`src/rtl/note_lane_scheduler.sv`:
```
// rtl/note_lane_scheduler.sv - per-lane chart sequencer: song frame clock, note spawns, key judgement
module note_lane_scheduler #(
   parameter int NOTE_COUNT  = 121,
   parameter int LEAD_FRAMES = 60,
   parameter int PERFECT_WIN = 3,
   parameter int GOOD_WIN    = 6,
   parameter int MAX_SPAWN   = 4
) (
   input  logic        Clk,
   input  logic        Reset,
   input  logic        start,
   input  logic        frame_tick,
   input  logic        key_down,
   output logic [7:0]  rom_addr,
   input  logic [15:0] key_1,
   input  logic [15:0] key_2,
   input  logic [15:0] key_3,
   input  logic [15:0] key_4,
   output logic        spawn_valid,
   input  logic        spawn_ready,
   output logic [1:0]  spawn_type,
   output logic [13:0] spawn_time,
   output logic        judge_valid,
   output logic [1:0]  judge_code,
   output logic        hold_active,
   output logic [13:0] song_time,
   output logic        done
);

   localparam logic [7:0]         NOTE_MAX  = 8'(NOTE_COUNT);
   localparam logic [14:0]        LEAD      = 15'(LEAD_FRAMES);
   localparam logic signed [14:0] PWIN      = 15'(PERFECT_WIN);
   localparam logic signed [14:0] GWIN      = 15'(GOOD_WIN);
   localparam logic [2:0]         SPAWN_MAX = 3'(MAX_SPAWN);
   localparam logic [1:0]         J_MISS    = 2'b00;
   localparam logic [1:0]         J_GOOD    = 2'b01;
   localparam logic [1:0]         J_PERFECT = 2'b10;

   typedef enum logic [2:0] {S_IDLE, S_WAIT, S_ADV, S_SP_RD, S_SP_OUT, S_JG_RD, S_JUDGE, S_DONE} state_t;

   state_t             state, state_nx;
   logic [7:0]         spawn_ptr, judge_ptr, judge_ptr_nx;
   logic [15:0]        ent;
   logic [2:0]         spawn_cnt;
   logic               key_q, press_pend, release_pend, tick_pend, skip_hold;
   logic               j_adv, hold_set, hold_clr, skip_set, skip_clr;
   logic               press_edge, release_edge, keys_live;
   logic [14:0]        lead_sum;
   logic               spawn_due;
   logic signed [14:0] d;
   logic               in_perfect, in_good, is_late;
   logic               unused_keys;

   // Only the first ROM lane belongs to this block.
   assign unused_keys = ^{key_2, key_3, key_4};

   assign lead_sum   = {1'b0, song_time} + LEAD;
   assign spawn_due  = (spawn_ptr < NOTE_MAX) && ({1'b0, ent[13:0]} <= lead_sum) && (spawn_cnt < SPAWN_MAX);
   assign d          = {1'b0, ent[13:0]} - {1'b0, song_time};
   assign in_perfect = (d >= -PWIN) && (d <= PWIN);
   assign in_good    = (d >= -GWIN) && (d <= GWIN);
   assign is_late    = (d < -GWIN);

   assign keys_live    = (state != S_IDLE) && (state != S_DONE);
   assign press_edge   = keys_live && key_down && !key_q;
   assign release_edge = keys_live && !key_down && key_q;
   assign done         = (state == S_DONE);

   // Next state, ROM address, spawn handshake and judgement decision.
   always_comb begin
      state_nx     = state;
      rom_addr     = 8'd0;
      spawn_valid  = 1'b0;
      spawn_type   = 2'b00;
      spawn_time   = 14'd0;
      judge_valid  = 1'b0;
      judge_code   = J_MISS;
      j_adv        = 1'b0;
      hold_set     = 1'b0;
      hold_clr     = 1'b0;
      skip_set     = 1'b0;
      skip_clr     = 1'b0;
      judge_ptr_nx = judge_ptr;
      case (state)
         S_IDLE:  if (start) state_nx = S_WAIT;
         S_WAIT:  if (frame_tick || tick_pend) state_nx = S_ADV;
         S_ADV:   state_nx = S_SP_RD;
         S_SP_RD: begin
            rom_addr = spawn_ptr;
            state_nx = S_SP_OUT;
         end
         S_SP_OUT: begin
            if (spawn_due) begin
               spawn_valid = 1'b1;
               spawn_type  = ent[15:14];
               spawn_time  = ent[13:0];
               if (spawn_ready) state_nx = S_SP_RD;
            end else begin
               state_nx = S_JG_RD;
            end
         end
         S_JG_RD: begin
            rom_addr = judge_ptr;
            state_nx = S_JUDGE;
         end
         S_JUDGE: begin
            if (judge_ptr < NOTE_MAX) begin
               case (ent[15:14])
                  2'b00, 2'b01: begin
                     if (press_pend && in_good) begin
                        judge_valid = 1'b1;
                        judge_code  = in_perfect ? J_PERFECT : J_GOOD;
                        j_adv       = 1'b1;
                        hold_set    = ent[14];
                     end else if (is_late) begin
                        judge_valid = 1'b1;
                        j_adv       = 1'b1;
                        skip_set    = ent[14];
                     end
                  end
                  2'b10: begin
                     if (skip_hold) begin
                        judge_valid = 1'b1;
                        j_adv       = 1'b1;
                        skip_clr    = 1'b1;
                     end else if (hold_active) begin
                        if ((d <= 15'sd0) && key_down) begin
                           judge_valid = 1'b1;
                           judge_code  = J_PERFECT;
                        end else if (release_pend) begin
                           judge_valid = 1'b1;
                           judge_code  = (d <= GWIN) ? J_GOOD : J_MISS;
                        end
                        j_adv    = judge_valid;
                        hold_clr = judge_valid;
                     end else if (is_late) begin
                        judge_valid = 1'b1;
                        j_adv       = 1'b1;
                     end
                  end
                  default: j_adv = 1'b1;
               endcase
            end
            judge_ptr_nx = judge_ptr + 8'(j_adv);
            state_nx     = (judge_ptr_nx == NOTE_MAX) ? S_DONE : S_WAIT;
         end
         S_DONE:  state_nx = S_DONE;
         default: state_nx = S_IDLE;
      endcase
   end

   // State, song clock, chart pointers, hold tracking and pending key/tick flags.
   always_ff @(posedge Clk) begin
      if (Reset) begin
         state        <= S_IDLE;
         song_time    <= 14'd0;
         spawn_ptr    <= 8'd0;
         judge_ptr    <= 8'd0;
         ent          <= 16'd0;
         spawn_cnt    <= 3'd0;
         key_q        <= 1'b0;
         press_pend   <= 1'b0;
         release_pend <= 1'b0;
         tick_pend    <= 1'b0;
         hold_active  <= 1'b0;
         skip_hold    <= 1'b0;
      end else begin
         state     <= state_nx;
         key_q     <= key_down;
         judge_ptr <= judge_ptr_nx;
         if (state == S_ADV) begin
            song_time <= (song_time == 14'h3FFF) ? song_time : song_time + 14'd1;
            spawn_cnt <= 3'd0;
         end else if (spawn_valid && spawn_ready) begin
            spawn_cnt <= spawn_cnt + 3'd1;
         end
         if (spawn_valid && spawn_ready) spawn_ptr <= spawn_ptr + 8'd1;
         if ((state == S_SP_RD) || (state == S_JG_RD)) ent <= key_1;
         hold_active  <= (hold_active | hold_set) & ~hold_clr;
         skip_hold    <= (skip_hold | skip_set) & ~skip_clr;
         // An edge arriving during the judge cycle itself survives into the next frame.
         press_pend   <= ((state == S_JUDGE) ? 1'b0 : press_pend) | press_edge;
         release_pend <= ((state == S_JUDGE) ? 1'b0 : release_pend) | release_edge;
         // One tick may wait while the frame is busy; a live tick seen in WAIT keeps a pending one queued.
         if (state == S_WAIT) tick_pend <= tick_pend & frame_tick;
         else if (keys_live && frame_tick) tick_pend <= 1'b1;
      end
   end

endmodule

```
`config.mk`:
```
export PLATFORM = sky130hd
export DESIGN_NAME = note_lane_scheduler
export DESIGN_NICKNAME = d
export VERILOG_FILES = /design/src/rtl/note_lane_scheduler.sv
export SDC_FILE = /design/constraint.sdc
export NUM_CORES = 1
export LEC_CHECK = 0
export ABC_AREA = 1
export BUFFER_PORTS_ARGS = -buffer_cell sky130_fd_sc_hd__buf_2
export CAP_MARGIN = 20
export CORE_ASPECT_RATIO = 1.2
export CORE_UTILIZATION = 45
export CTS_BUF_LIST = sky130_fd_sc_hd__clkbuf_2 sky130_fd_sc_hd__clkbuf_4 sky130_fd_sc_hd__clkbuf_8
export CTS_CLUSTER_SIZE = 16
export DETAILED_ROUTE_END_ITERATION = 10
export GPL_TIMING_DRIVEN = 0
export PLACE_DENSITY = 0.69
export SLEW_MARGIN = 25
export SYNTH_ARGS = -nofsm -noshare
export SYNTH_HDL_FRONTEND = slang
export SYNTH_SLANG_ARGS = --single-unit
```
`constraint.sdc`:
```
create_clock -name Clk -period 6.07 [get_ports Clk]
set_input_delay 0.607 -clock Clk [delete_from_list [all_inputs] [get_ports Clk]]
set_output_delay 0.607 -clock Clk [all_outputs]
set_load 0.02 [all_outputs]
```
Word level (Yosys, flattened, before mapping) --
Index checks and enable logic that the tools add are counted.
Word-level totals: register bits after elaboration 58, output and inout bits 44, input port bits 70, logic and storage cells 135
Cells by class: bitwise gates (word level) 10, equal/unequal tests 15, mux-type cells 57, add/sub/neg operators 6, magnitude comparators 10, reduce and logical (&&, ||, !) cells 25
Operators by type and width (number):
- 1-bit 2-to-1 mux | 36
- 14-bit 2-to-1 mux | 2
- 3-bit one-hot mux with 8 select lines | 1
- 2-bit 2-to-1 mux | 9
- 8-bit by 7-bit less-than comparator with 1-bit output, second input constant | 2
- 8-bit one-hot mux with 2 select lines | 1
- 14-bit by 6-bit adder with 15-bit output, second input constant | 1
- 15-bit by 3-bit >= comparator with 1-bit output, second input constant | 1
- 15-bit by 4-bit >= comparator with 1-bit output, second input constant | 1
- 14-bit by 15-bit less-or-equal comparator with 1-bit output | 1
- 15-bit by 1-bit less-or-equal comparator with 1-bit output, second input constant | 1
- 15-bit by 3-bit less-or-equal comparator with 1-bit output, second input constant | 1
- 15-bit by 4-bit less-or-equal comparator with 1-bit output, second input constant | 1
- 15-bit by 4-bit less-than comparator with 1-bit output, second input constant | 1
- 3-bit 2-to-1 mux | 5
- 14-bit by 14-bit subtractor with 15-bit output | 1
- 14-bit by 1-bit adder with 14-bit output, second input constant | 1
- 14-bit == test, second input constant | 1
- 1-bit logical AND | 13
- 3-bit == test, second input constant | 4
- 8-bit by 1-bit adder with 8-bit output | 1
- 8-bit by 1-bit adder with 8-bit output, second input constant | 1
- 8-bit by 7-bit == test with 1-bit output, second input constant | 1
- 3-bit by 2-bit == test with 1-bit output, second input constant | 2
- 21 further kinds | 34

Depth between registers and ports, before layout --
depth in word-level cells 13, mapped depth 34, mapped depth without buffers 33

Worst setup path before layout --
No wires, ideal clock.
kind reg2reg, start register song_time[0], end register state[1], setup slack 2.565 ns, data arrival time 3.440 ns, buffers on the path 0, stages on the path, launching flop included 32, cell sequence dfxtp_1 -> ha_1 -> inv_1 -> fa_1 -> nand3_1 -> nand2_1 -> nand3_1 -> nand3_1 -> nand2_1 -> nand3_1 -> nor2_1 -> nand3_1 -> nand2_1 -> nand2_1 -> nand3_1 -> nand2_1 -> nand3_1 -> nand2_1 -> inv_1 -> ha_1 -> nand2_1 -> nor2_1 -> inv_1 -> nand2_1 -> o21ai_0 -> nor3_1 -> nand3_1 -> o21ai_1 -> nor2_1 -> nand2_1 -> nand4_1 -> nor2_1
Between the ends: longest elaborated chain between the ends 13
RTL lines:
- from (decl) | line 26 | output logic [13:0] song_time,
- from (signal assigned) | line 172 | song_time <= (song_time == 14'h3FFF) ? song_time : song_time + 14'd1;
- 14-bit by 14-bit subtractor with 15-bit output | line 59 | assign d = {1'b0, ent[13:0]} - {1'b0, song_time};
- 15-bit by 1-bit less-or-equal comparator with 1-bit output | line 127 | if ((d <= 15'sd0) && key_down) begin
- 1-bit logical AND | line 127
- 1-bit 2-to-1 mux | line 127
- 1-bit 2-to-1 mux | line 126 | end else if (hold_active) begin
- 1-bit 2-to-1 mux | line 122 | if (skip_hold) begin
- 1-bit one-hot mux with 2 select lines | line 108 | case (ent[15:14])
- 1-bit 2-to-1 mux | line 107 | if (judge_ptr < NOTE_MAX) begin
- 1-bit 2-to-1 mux | line 84 | case (state)
- 8-bit by 1-bit adder with 8-bit output | line 144 | judge_ptr_nx = judge_ptr + 8'(j_adv);
- 8-bit by 7-bit == test with 1-bit output | line 145 | state_nx = (judge_ptr_nx == NOTE_MAX) ? S_DONE : S_WAIT;
- 3-bit 2-to-1 mux | line 145
- 3-bit one-hot mux with 8 select lines | line 84
- to (signal assigned) | line 168 | state <= state_nx;
- to (decl) | line 41 | state_t state, state_nx;
Parallel ways exist; a longest one is shown, timed or not. The select of a mux whose other input is x is not followed. A chain may end at the register's enable or synchronous reset.

Worst setup path after layout --
start register song_time[2], end register state[1]
The elaborated chain is that of the path after synthesis.

==> results.toml <==
[outcome]
status = "completed"

[sta]
worst_pin_slew_ns = 0.692
slew_headroom_pct = 53.6
grt_setup_unrepaired = "no"
skew_ns = 0.00906
setup_tns_ns = 0
max_freq_mhz = 227
min_period_ns = 4.41
hold_violations = 0
setup_violations = 0
fin_crit_sh_pct = 72.7
fin_ws_ns = 1.66
final_max_slew_viol_count = 0

[global_route]
grt_pass1_wl_um = 21500
first_global_vias = 4825
grt_usage_pct = 26.0
antenna_found_initial = 0
grt-ovfl-total = 0
grt_max_degree = 11

[clock_tree]
cts_tree = "yes"
clock_latency_ns = 0.35
ctsLongestPathBuffers = 2
clock_sinks = 58
h-tree-depth = 3
post_cts_resized = 0
cts_hold_buf = 0
clock_tree.root_cell = "clkbuf_8"
path_clk_slew_ns = 0.07
postCtsSetupRepairBufs = 0
cts_made_buffers = 9

[floorplanning]
die_w_um = 94.6
top_level_ports = 114
coreArea_um2 = 10000
rows = 40
die_h_um = 113
die_area_um2 = 10700
initial_utilization_pct = 46.3

[power_and_ir_drop]
powerDensity_nw_per_um2 = 238
ir_worst_vdd_mv = 0.162
power_mw = 1.26
leakage_nw = 2.58

[finish]
area_growth_pct = 14.2
layout_common_cells = "nand2_1 (184), inv_1 (119), nor2_1 (77)"
layoutNonFillerInstCount = 951
layout.nets = 926
drive_gt1_share_pct = 14.4
stdcell_area_um2 = 5290
n_antenna_cell = 0
mostFrequentLayoutCell = "nand2_1"

[placed_design]
placed_cell_area_um2 = 5120
io_buffers = 65
dp_cells = 936
hpwl_um = 11000
routabilityCongestion = 0.895
place_ws_ns = 1.87

[worst_setup_path]
r2r.worst_path.cells = 34
start_kind = "register"
critPathKind = "register to register"
required_ns = 6.35
rr_startpoint = "song_time[2]"
max_stage_delay_ns = 0.40
cp_max_fo = 8
worstReg2RegEnd = "state[1]"
end_kind = "register"
reg2reg_slack_ns = 1.66
critPathTopFamily = "simple AND/OR/NAND/NOR gates"
crit_buf_inv = 5
crit_arrival_ns = 4.70
cp_common_cell = "nand2_1"
slowest_stage = "nor3_1"

[detailed_routing]
drt_iter0_drc = 252
wl_per_cell_um = 14.1
ant_nets = 0
vias = 5056
vias_per_cell = 5.32
drcViolationCount = 0
dr.pass1.iters = 5
drt-total-wl_um = 13500

[hold_path]
hold_depth = 2
min_path_type = "register to register"
worstHoldStart = "spawn_ptr[6]"
worst_hold_path.endpoint = "spawn_ptr[6]"

[run]
maxCapViolations = 0

[yosys]
ys_types = 39
yosysWarnings = 0
syn-num-nets = 850
synth_seq_cells = 58
synth_flop_cell = "dfxtp_1"
synth_area_per_cell_um2 = 6.22
synth_edf_count = 0
seq_area_frac_synth_pct = 25.1
syn_area_um2 = 4630
synth_cells = 745
async_reset_ff_share_pct = 0
[through the flow]
stage	util, %	hold WS [ns]
after CTS	52.8	0.468
after global placement	51.1	0.453
final	52.8	0.469
after global routing	52.8	0.495
after floorplan	-	0.425
after detailed placement	51.1	0.458
[power by group]
group | internal (mW) | switching, mW | leakage (nW)
sequential | 0.393 | 0.0113 | 0.469
combinational | 0.168 | 0.365 | 2.02
clock | 0.170 | 0.153 | 0.0954
total | 0.731 | 0.530 | 2.58
[area by class of cell]
type                       count  area [um2]
multi-input combinational    551        2950
inverter                     124         468
clock buffer                  12         159
tap                          126         158
sequential                    58        1160
timing repair buffer          65         325
fill                        1066        4720
clock inverter                 3        15.0
buffer                        12        51.3
[synth_stat cells, types with 4 or more instances]
cell type / count / area, um2
ha_1: 34 / 425
nand4_1: 18 / 113
o21a_1: 4 / 30.0
clkbuf_1: 9 / 33.8
a21oi_1: 62 / 310
nor2_1: 77 / 289
dfxtp_1: 58 / 1160
a211oi_1: 4 / 30.0
nand2_2: 12 / 75.1
nor3_1: 17 / 85.1
nand3_1: 41 / 205
o22ai_1: 8 / 50.1
nor2_2: 7 / 43.8
xor2_1: 15 / 131
nand3_2: 6 / 60.1
o21ai_0: 31 / 155
inv_1: 119 / 447
inv_2: 4 / 15.0
o31ai_1: 4 / 30.0
nand2_1: 184 / 691
[worst min-delay path, stage by stage, from the launching register on]
cell     delay (ns)
dfxtp_1        0.31
nand2_1        0.06
a21oi_1        0.05
[how the worst max path moves through the flow]
stage / start / end / slack (ns) / cells after the start
after floorplan: song_time[0] / state[1] / 2.56 / 31
after global placement: ent[0] / state[1] / 1.95 / 28
after detailed placement: song_time[0] / state[1] / 1.87 / 27
after CTS: song_time[2] / state[1] / 1.85 / 34
after global routing: song_time[2] / state[1] / 1.25 / 34
final: song_time[2] / state[1] / 1.66 / 34
[per-layer routing]
layer	vias up	global-route usage, %	share of wire (%)	routed length (um)
met2	119	48.3	52	7000
met5	-	0	0	0
li1	2568	-	-	-
met1	2338	28.6	42	5590
met4	0	10.7	2.9	391
met3	31	4.30	3.5	474
[cells by family after synthesis]
logic type	count (synthesis)	share of synthesized area, %
flip-flops	58	25.1
adder cells (fa/ha/maj)	35	9.61
AO/OA/AOI/OAI	122	14.4
XOR/XNOR	18	3.40
buffers and inverters	136	11.2
AND/OR/NAND/NOR	376	36.3
[registers in the layout, summed over array words and instances (netlist names), 3 cells and up]
register and count:
ent 16, judge_ptr 8, song_time 14, spawn_cnt 3, spawn_ptr 8, state 3
(Power assumes the default switching activity.)
